**config.mk**
```make
export PLATFORM = sky130hd
export DESIGN_NAME = parking_lane_arbiter
export DESIGN_NICKNAME = d
export VERILOG_FILES = /design/src/rtl/parking_pkg.sv /design/src/rtl/parking_occupancy_ctr.sv /design/src/rtl/parking_lane_arbiter.sv
export SDC_FILE = /design/constraint.sdc
export NUM_CORES = 1
export LEC_CHECK = 0
export CELL_PAD_IN_SITES_DETAIL_PLACEMENT = 1
export CELL_PAD_IN_SITES_GLOBAL_PLACEMENT = 1
export CORE_UTILIZATION = 44
export CTS_CLUSTER_DIAMETER = 40
export DETAILED_ROUTE_END_ITERATION = 10
export MAX_ROUTING_LAYER = met4
export PLACE_DENSITY = 0.8
export SLEW_MARGIN = 15
export SYNTH_ARGS = -nofsm -noshare
export SYNTH_HDL_FRONTEND = slang
export SYNTH_SLANG_ARGS = --single-unit
```
**constraint.sdc**
```tcl
create_clock -name clk -period 3.6 [get_ports clk]
set_input_delay 0.72 -clock clk [delete_from_list [all_inputs] [get_ports clk]]
set_output_delay 0.72 -clock clk [all_outputs]
set_load 0.03 [all_outputs]
```
**src/rtl/parking_pkg.sv**
```systemverilog
// parking_pkg: shared types and helpers for the parking lane arbiter.
package parking_pkg;

    localparam int LANES = 2;

    // One bit is enough to name either of the two entrance lanes.
    typedef logic lane_idx_t;

    typedef enum logic [1:0] {
        IDLE,
        CHECK,
        WAIT,
        OPEN
    } arb_state_e;

    // Convert a lane index into its one-hot lane vector.
    function automatic logic [LANES-1:0] lane_onehot(input lane_idx_t lane);
        logic [LANES-1:0] v;
        v = '0;
        v[lane] = 1'b1;
        return v;
    endfunction

endpackage

```
**src/rtl/parking_occupancy_ctr.sv**
```systemverilog
// parking_occupancy_ctr: lot occupancy counter clamped to 0..CAPACITY,
// with free_slots/full registered from the updated occupancy.
module parking_occupancy_ctr
    import parking_pkg::*;
#(
    parameter int CAPACITY = 8
) (
    input  logic                           clk,
    input  logic                           reset,
    input  logic                           inc,
    input  logic                           dec,
    output logic [$clog2(CAPACITY+1)-1:0]  free_slots,
    output logic                           full
);

    localparam int CNT_W = $clog2(CAPACITY + 1);
    localparam logic [CNT_W-1:0] CAP = CNT_W'(CAPACITY);

    logic [CNT_W-1:0] occ;
    logic [CNT_W-1:0] occ_next;

    // Next occupancy: simultaneous inc/dec cancel; dec at empty and inc at full are dropped.
    always_comb begin
        occ_next = occ;
        if (inc && !dec) begin
            if (occ != CAP) begin
                occ_next = occ + 1'b1;
            end
        end else if (dec && !inc) begin
            if (occ != '0) begin
                occ_next = occ - 1'b1;
            end
        end
    end

    // Occupancy register plus status outputs derived from the value being stored.
    always_ff @(posedge clk) begin
        if (reset) begin
            occ        <= '0;
            free_slots <= CAP;
            full       <= 1'b0;
        end else begin
            occ        <= occ_next;
            free_slots <= CAP - occ_next;
            full       <= (occ_next == CAP);
        end
    end

endmodule

```
**src/rtl/parking_lane_arbiter.sv**
```systemverilog
// parking_lane_arbiter: round-robin arbiter sharing one password checker
// between two entrance lanes, with barrier/reject pulses and occupancy tracking.
// Optional macro PARKING_LANE_ARBITER_STATS_EN adds reject_count and timeout_seen.
module parking_lane_arbiter
    import parking_pkg::*;
#(
    parameter int CAPACITY       = 8,
    parameter int OPEN_CYCLES    = 4,
    parameter int TIMEOUT_CYCLES = 64
) (
    input  logic                           clk,
    input  logic                           reset,
    input  logic [1:0]                     lane_req,
    input  logic                           exit_event,
    output logic                           chk_start,
    output logic                           chk_lane,
    input  logic                           chk_done,
    input  logic                           chk_pass,
    output logic [1:0]                     lane_grant,
    output logic [1:0]                     lane_open,
    output logic [1:0]                     lane_reject,
    output logic [$clog2(CAPACITY+1)-1:0]  free_slots,
    output logic                           full
`ifdef PARKING_LANE_ARBITER_STATS_EN
    ,
    output logic [7:0]                     reject_count,
    output logic                           timeout_seen
`endif
);

    localparam int TIMER_W = $clog2(TIMEOUT_CYCLES);
    localparam int OPEN_W  = $clog2(OPEN_CYCLES + 1);

    arb_state_e        state;
    lane_idx_t         lane;
    lane_idx_t         rr_ptr;
    lane_idx_t         pick;
    logic [TIMER_W-1:0] timer;
    logic [OPEN_W-1:0]  open_cnt;

    logic admit;
    logic timed_out;
    logic reject_now;

    // Round-robin choice: the pointer's lane if it is waiting, otherwise the other one.
    always_comb begin
        pick = rr_ptr;
        if (!lane_req[rr_ptr]) begin
            pick = ~rr_ptr;
        end
    end

    // The timeout fires on the edge where the timer would reach TIMEOUT_CYCLES-1;
    // a chk_done in that same cycle takes priority.
    always_comb begin
        admit      = (state == WAIT) && chk_done && chk_pass;
        timed_out  = (state == WAIT) && !chk_done && (timer == TIMER_W'(TIMEOUT_CYCLES - 2));
        reject_now = ((state == WAIT) && chk_done && !chk_pass) || timed_out;
    end

    // Arbitration FSM with registered handshake, grant, open and reject outputs.
    always_ff @(posedge clk) begin
        if (reset) begin
            state       <= IDLE;
            lane        <= '0;
            rr_ptr      <= '0;
            timer       <= '0;
            open_cnt    <= '0;
            chk_start   <= 1'b0;
            chk_lane    <= '0;
            lane_grant  <= '0;
            lane_open   <= '0;
            lane_reject <= '0;
        end else begin
            chk_start   <= 1'b0;
            lane_reject <= '0;
            unique case (state)
                IDLE: begin
                    if ((|lane_req) && !full) begin
                        lane       <= pick;
                        chk_lane   <= pick;
                        chk_start  <= 1'b1;
                        lane_grant <= lane_onehot(pick);
                        state      <= CHECK;
                    end
                end
                CHECK: begin
                    timer <= '0;
                    state <= WAIT;
                end
                WAIT: begin
                    timer <= timer + 1'b1;
                    if (admit) begin
                        lane_open <= lane_onehot(lane);
                        open_cnt  <= '0;
                        state     <= OPEN;
                    end else if (reject_now) begin
                        lane_reject <= lane_onehot(lane);
                        lane_grant  <= '0;
                        rr_ptr      <= ~lane;
                        state       <= IDLE;
                    end
                end
                OPEN: begin
                    if (open_cnt == OPEN_W'(OPEN_CYCLES - 1)) begin
                        lane_open  <= '0;
                        lane_grant <= '0;
                        rr_ptr     <= ~lane;
                        state      <= IDLE;
                    end else begin
                        open_cnt <= open_cnt + 1'b1;
                    end
                end
                default: state <= IDLE;
            endcase
        end
    end

    parking_occupancy_ctr #(
        .CAPACITY(CAPACITY)
    ) u_occupancy (
        .clk       (clk),
        .reset     (reset),
        .inc       (admit),
        .dec       (exit_event),
        .free_slots(free_slots),
        .full      (full)
    );

`ifdef PARKING_LANE_ARBITER_STATS_EN
    // Saturating reject counter and sticky timeout flag.
    always_ff @(posedge clk) begin
        if (reset) begin
            reject_count <= '0;
            timeout_seen <= 1'b0;
        end else begin
            if (reject_now && (reject_count != 8'hFF)) begin
                reject_count <= reject_count + 1'b1;
            end
            if (timed_out) begin
                timeout_seen <= 1'b1;
            end
        end
    end
`endif

endmodule

```
==> results_dict.tcl <==
set metrics [dict create \
    end_kind "flop" \
    timing.hold.ws_ns 0.462 \
    finalCriticalPeriod_ns 2.62 \
    via_count 1393 \
    total_power_uw 1290 \
    fmax_ghz 0.381 \
    grt_start_max_net_pins 25 \
    cts_buffers 3 \
    drv_slew 0 \
    syn_area_sq_um 1580 \
    antennaDiodeCount 0 \
    grt_usage 0.239 \
    place_ws_ns 0.665 \
    cts_buffer_depth 2 \
    grt_antenna_before_repair 0 \
    tns_ns 0 \
    dieArea_sq_um 3830 \
    clock_latency_ns 0.34 \
    syn_to_final_growth_pct 16.0 \
    worst_slew_pin_slew_ns 0.894 \
    via_per_inst 5.83 \
    routedWlPerCell_um 16.7 \
    cap_violations 0 \
    crit_path_max_fanout 13 \
    critPathKind "reg2reg" \
    die_x_um 61.9 \
    cts_tree "yes" \
    rows 21 \
    cp.required_ns 3.81 \
    syn-num-nets 197 \
    drc 0 \
    worstHoldPathType "reg2reg" \
    placed_area_sq_um 1780 \
    clock-root-buffer "clkbuf_4" \
    ys_ff_latch 28 \
    startpoint_type "flop" \
    hold_viol 0 \
    synth_cells 178 \
    vdd_ir_drop_max_mv 0.290 \
    final_cell_mix "dfxtp_1 (28), clkdlybuf4s50_1 (19), nor2_1 (17)" \
    drtPass1Iterations 4 \
    slew-limit-headroom 0.402 \
    io_pins 20 \
    yosys_warnings 0 \
    cp.arrival_ns 2.83 \
    port_buffers 19 \
    fin_skew_ns 0.00768 \
    status "completed" \
    power_density_nw_per_um2 707 \
    avgSynthCellArea_sq_um 8.86 \
    fin_crit_sh 0.729 \
    cts_setup_buffers 0 \
    start_util 0.465 \
    routabilityCongestion 0.781 \
    numClockSinks 28 \
    synth_seq_area_share 0.355 \
    grt_pass1_wl_mm 6.40 \
    post_cts_resize_count 0 \
    drive_above_1_share 0.0570 \
    fill_cells 403 \
    synthDistinctLibCells 51 \
    power.leakage_uw 0.000702 \
    rsz0062_at_grt "false" \
    holdBufCountCts 0 \
    async_reset_ff_frac 0 \
    layout_commonest_cell "dfxtp_1" \
    stdcell_area_sq_um 1830 \
    overflow 0 \
    synth_flop_cell "dfxtp_1" \
    drtAntennaViolNets 0 \
    wirelength_mm 4.00 \
    worst_slack_ns 0.977 \
    dp_hpwl_mm 2.89 \
    setup_violations 0 \
    die_h_um 61.9 \
    design.final.nets 213 \
    core_sq_um 3390 \
    grt_pass1_vias 1387 \
    cts.reportedPaths.clkPinSlew_ns 0.16 \
    synth-edff-count 0 \
    cts_htree_levels 1 \
    drt_iter0_drc 66 \
]
-- where the power goes --
| group | total, uW | switching [uW] | internal [uW] |
|---|---|---|---|
| Sequential | 443 | 66.6 | 376 |
| Combinational | 638 | 364 | 275 |
| Clock | 214 | 101 | 113 |
| Total | 1290 | 531 | 764 |
-- path summary, 6_finish.rpt --
path | start | slack, ns | depth (start not counted) | endpoint
setup / recovery | state[0] | 0.98 | 8 | u_occupancy.free_slots[2]
hold / removal | lane_grant[0] | 0.46 | 2 | lane_grant[0]
setup reg to reg | state[0] | 0.98 | 8 | u_occupancy.free_slots[2]
hold reg to reg | lane_grant[0] | 0.46 | 2 | lane_grant[0]
-- worst max-delay path, cell delays in order (launching register included) --
cell and delay, ns:
dfxtp_1 0.39, inv_1 0.12, ha_1 0.51, nand3_2 0.33, a32o_1 0.33, a311oi_2 0.37
ha_1 0.25, xnor2_1 0.13, nor2_1 0.06
-- per-stage QoR --
| step | std cells | utilization |
|---|---|---|
| final | 239 | 0.540 |
| after global routing | 239 | 0.540 |
| after CTS | 239 | 0.540 |
| after detailed placement | 235 | 0.525 |
| after global placement | 235 | 0.525 |
| after floorplan | 178 | - |
-- Yosys cell counts (2+ instances only) --
master    instances  area share
nand2_1          10       0.024
nand4_1           4       0.016
a21o_1            5       0.024
or3_1             4       0.016
nand3_1           7       0.022
mux2i_1           2       0.013
dfxtp_1          28        0.36
a22oi_1           3       0.014
o21ai_0           6       0.019
nor2_1           17       0.040
a21oi_1          10       0.032
a211oi_1          3       0.014
a311oi_1          2       0.011
clkbuf_1          3      0.0071
buf_4             2      0.0095
and3_1            2      0.0079
ha_1             12       0.095
inv_1             9       0.021
buf_2             2      0.0063
nand2b_1          7       0.028
nor2b_1           7       0.028
xor2_1            4       0.022
-- sequential cells by signal (all words and copies together), names as in the netlist --
name and cells:
rr_ptr 1, lane_reject 2, open_cnt 3, timer 6, state 2, u_occupancy.free_slots 3, lane_open 2, u_occupancy.occ 4
lane_grant 2, u_occupancy.full 1, lane 1, chk_start 1
-- kinds of logic after synthesis --
| kind of cell | after synthesis | synth area share |
|---|---|---|
| multiplexers | 3 | 0.0198 |
| flip-flops | 28 | 0.355 |
| AND/OR/NAND/NOR | 70 | 0.249 |
| AO/OA/AOI/OAI | 43 | 0.201 |
| buffers and inverters | 17 | 0.0515 |
| adder cells (fa/ha/maj) | 12 | 0.0952 |
| XOR/XNOR | 5 | 0.0278 |
-- routing by layer --
layer,global-route usage,wire length (um)
met3,0.0248,81
met1,0.291,1820
met2,0.421,2040
met4,0.0571,46
met5,-,0
-- layout make-up --
cell class | count | area, sq um | share of cell area
timing repair buffer | 19 | 190 | 0.104
sequential | 28 | 561 | 0.306
multi-input combinational | 133 | 936 | 0.511
inverter | 9 | 33.8 | 0.0185
clock buffer | 3 | 22.5 | 0.0123
clock inverter | 1 | 30.0 | 0.0164
tap | 46 | 57.6 | 0.0314
No activity file was read; power rests on OpenSTA's default activity.
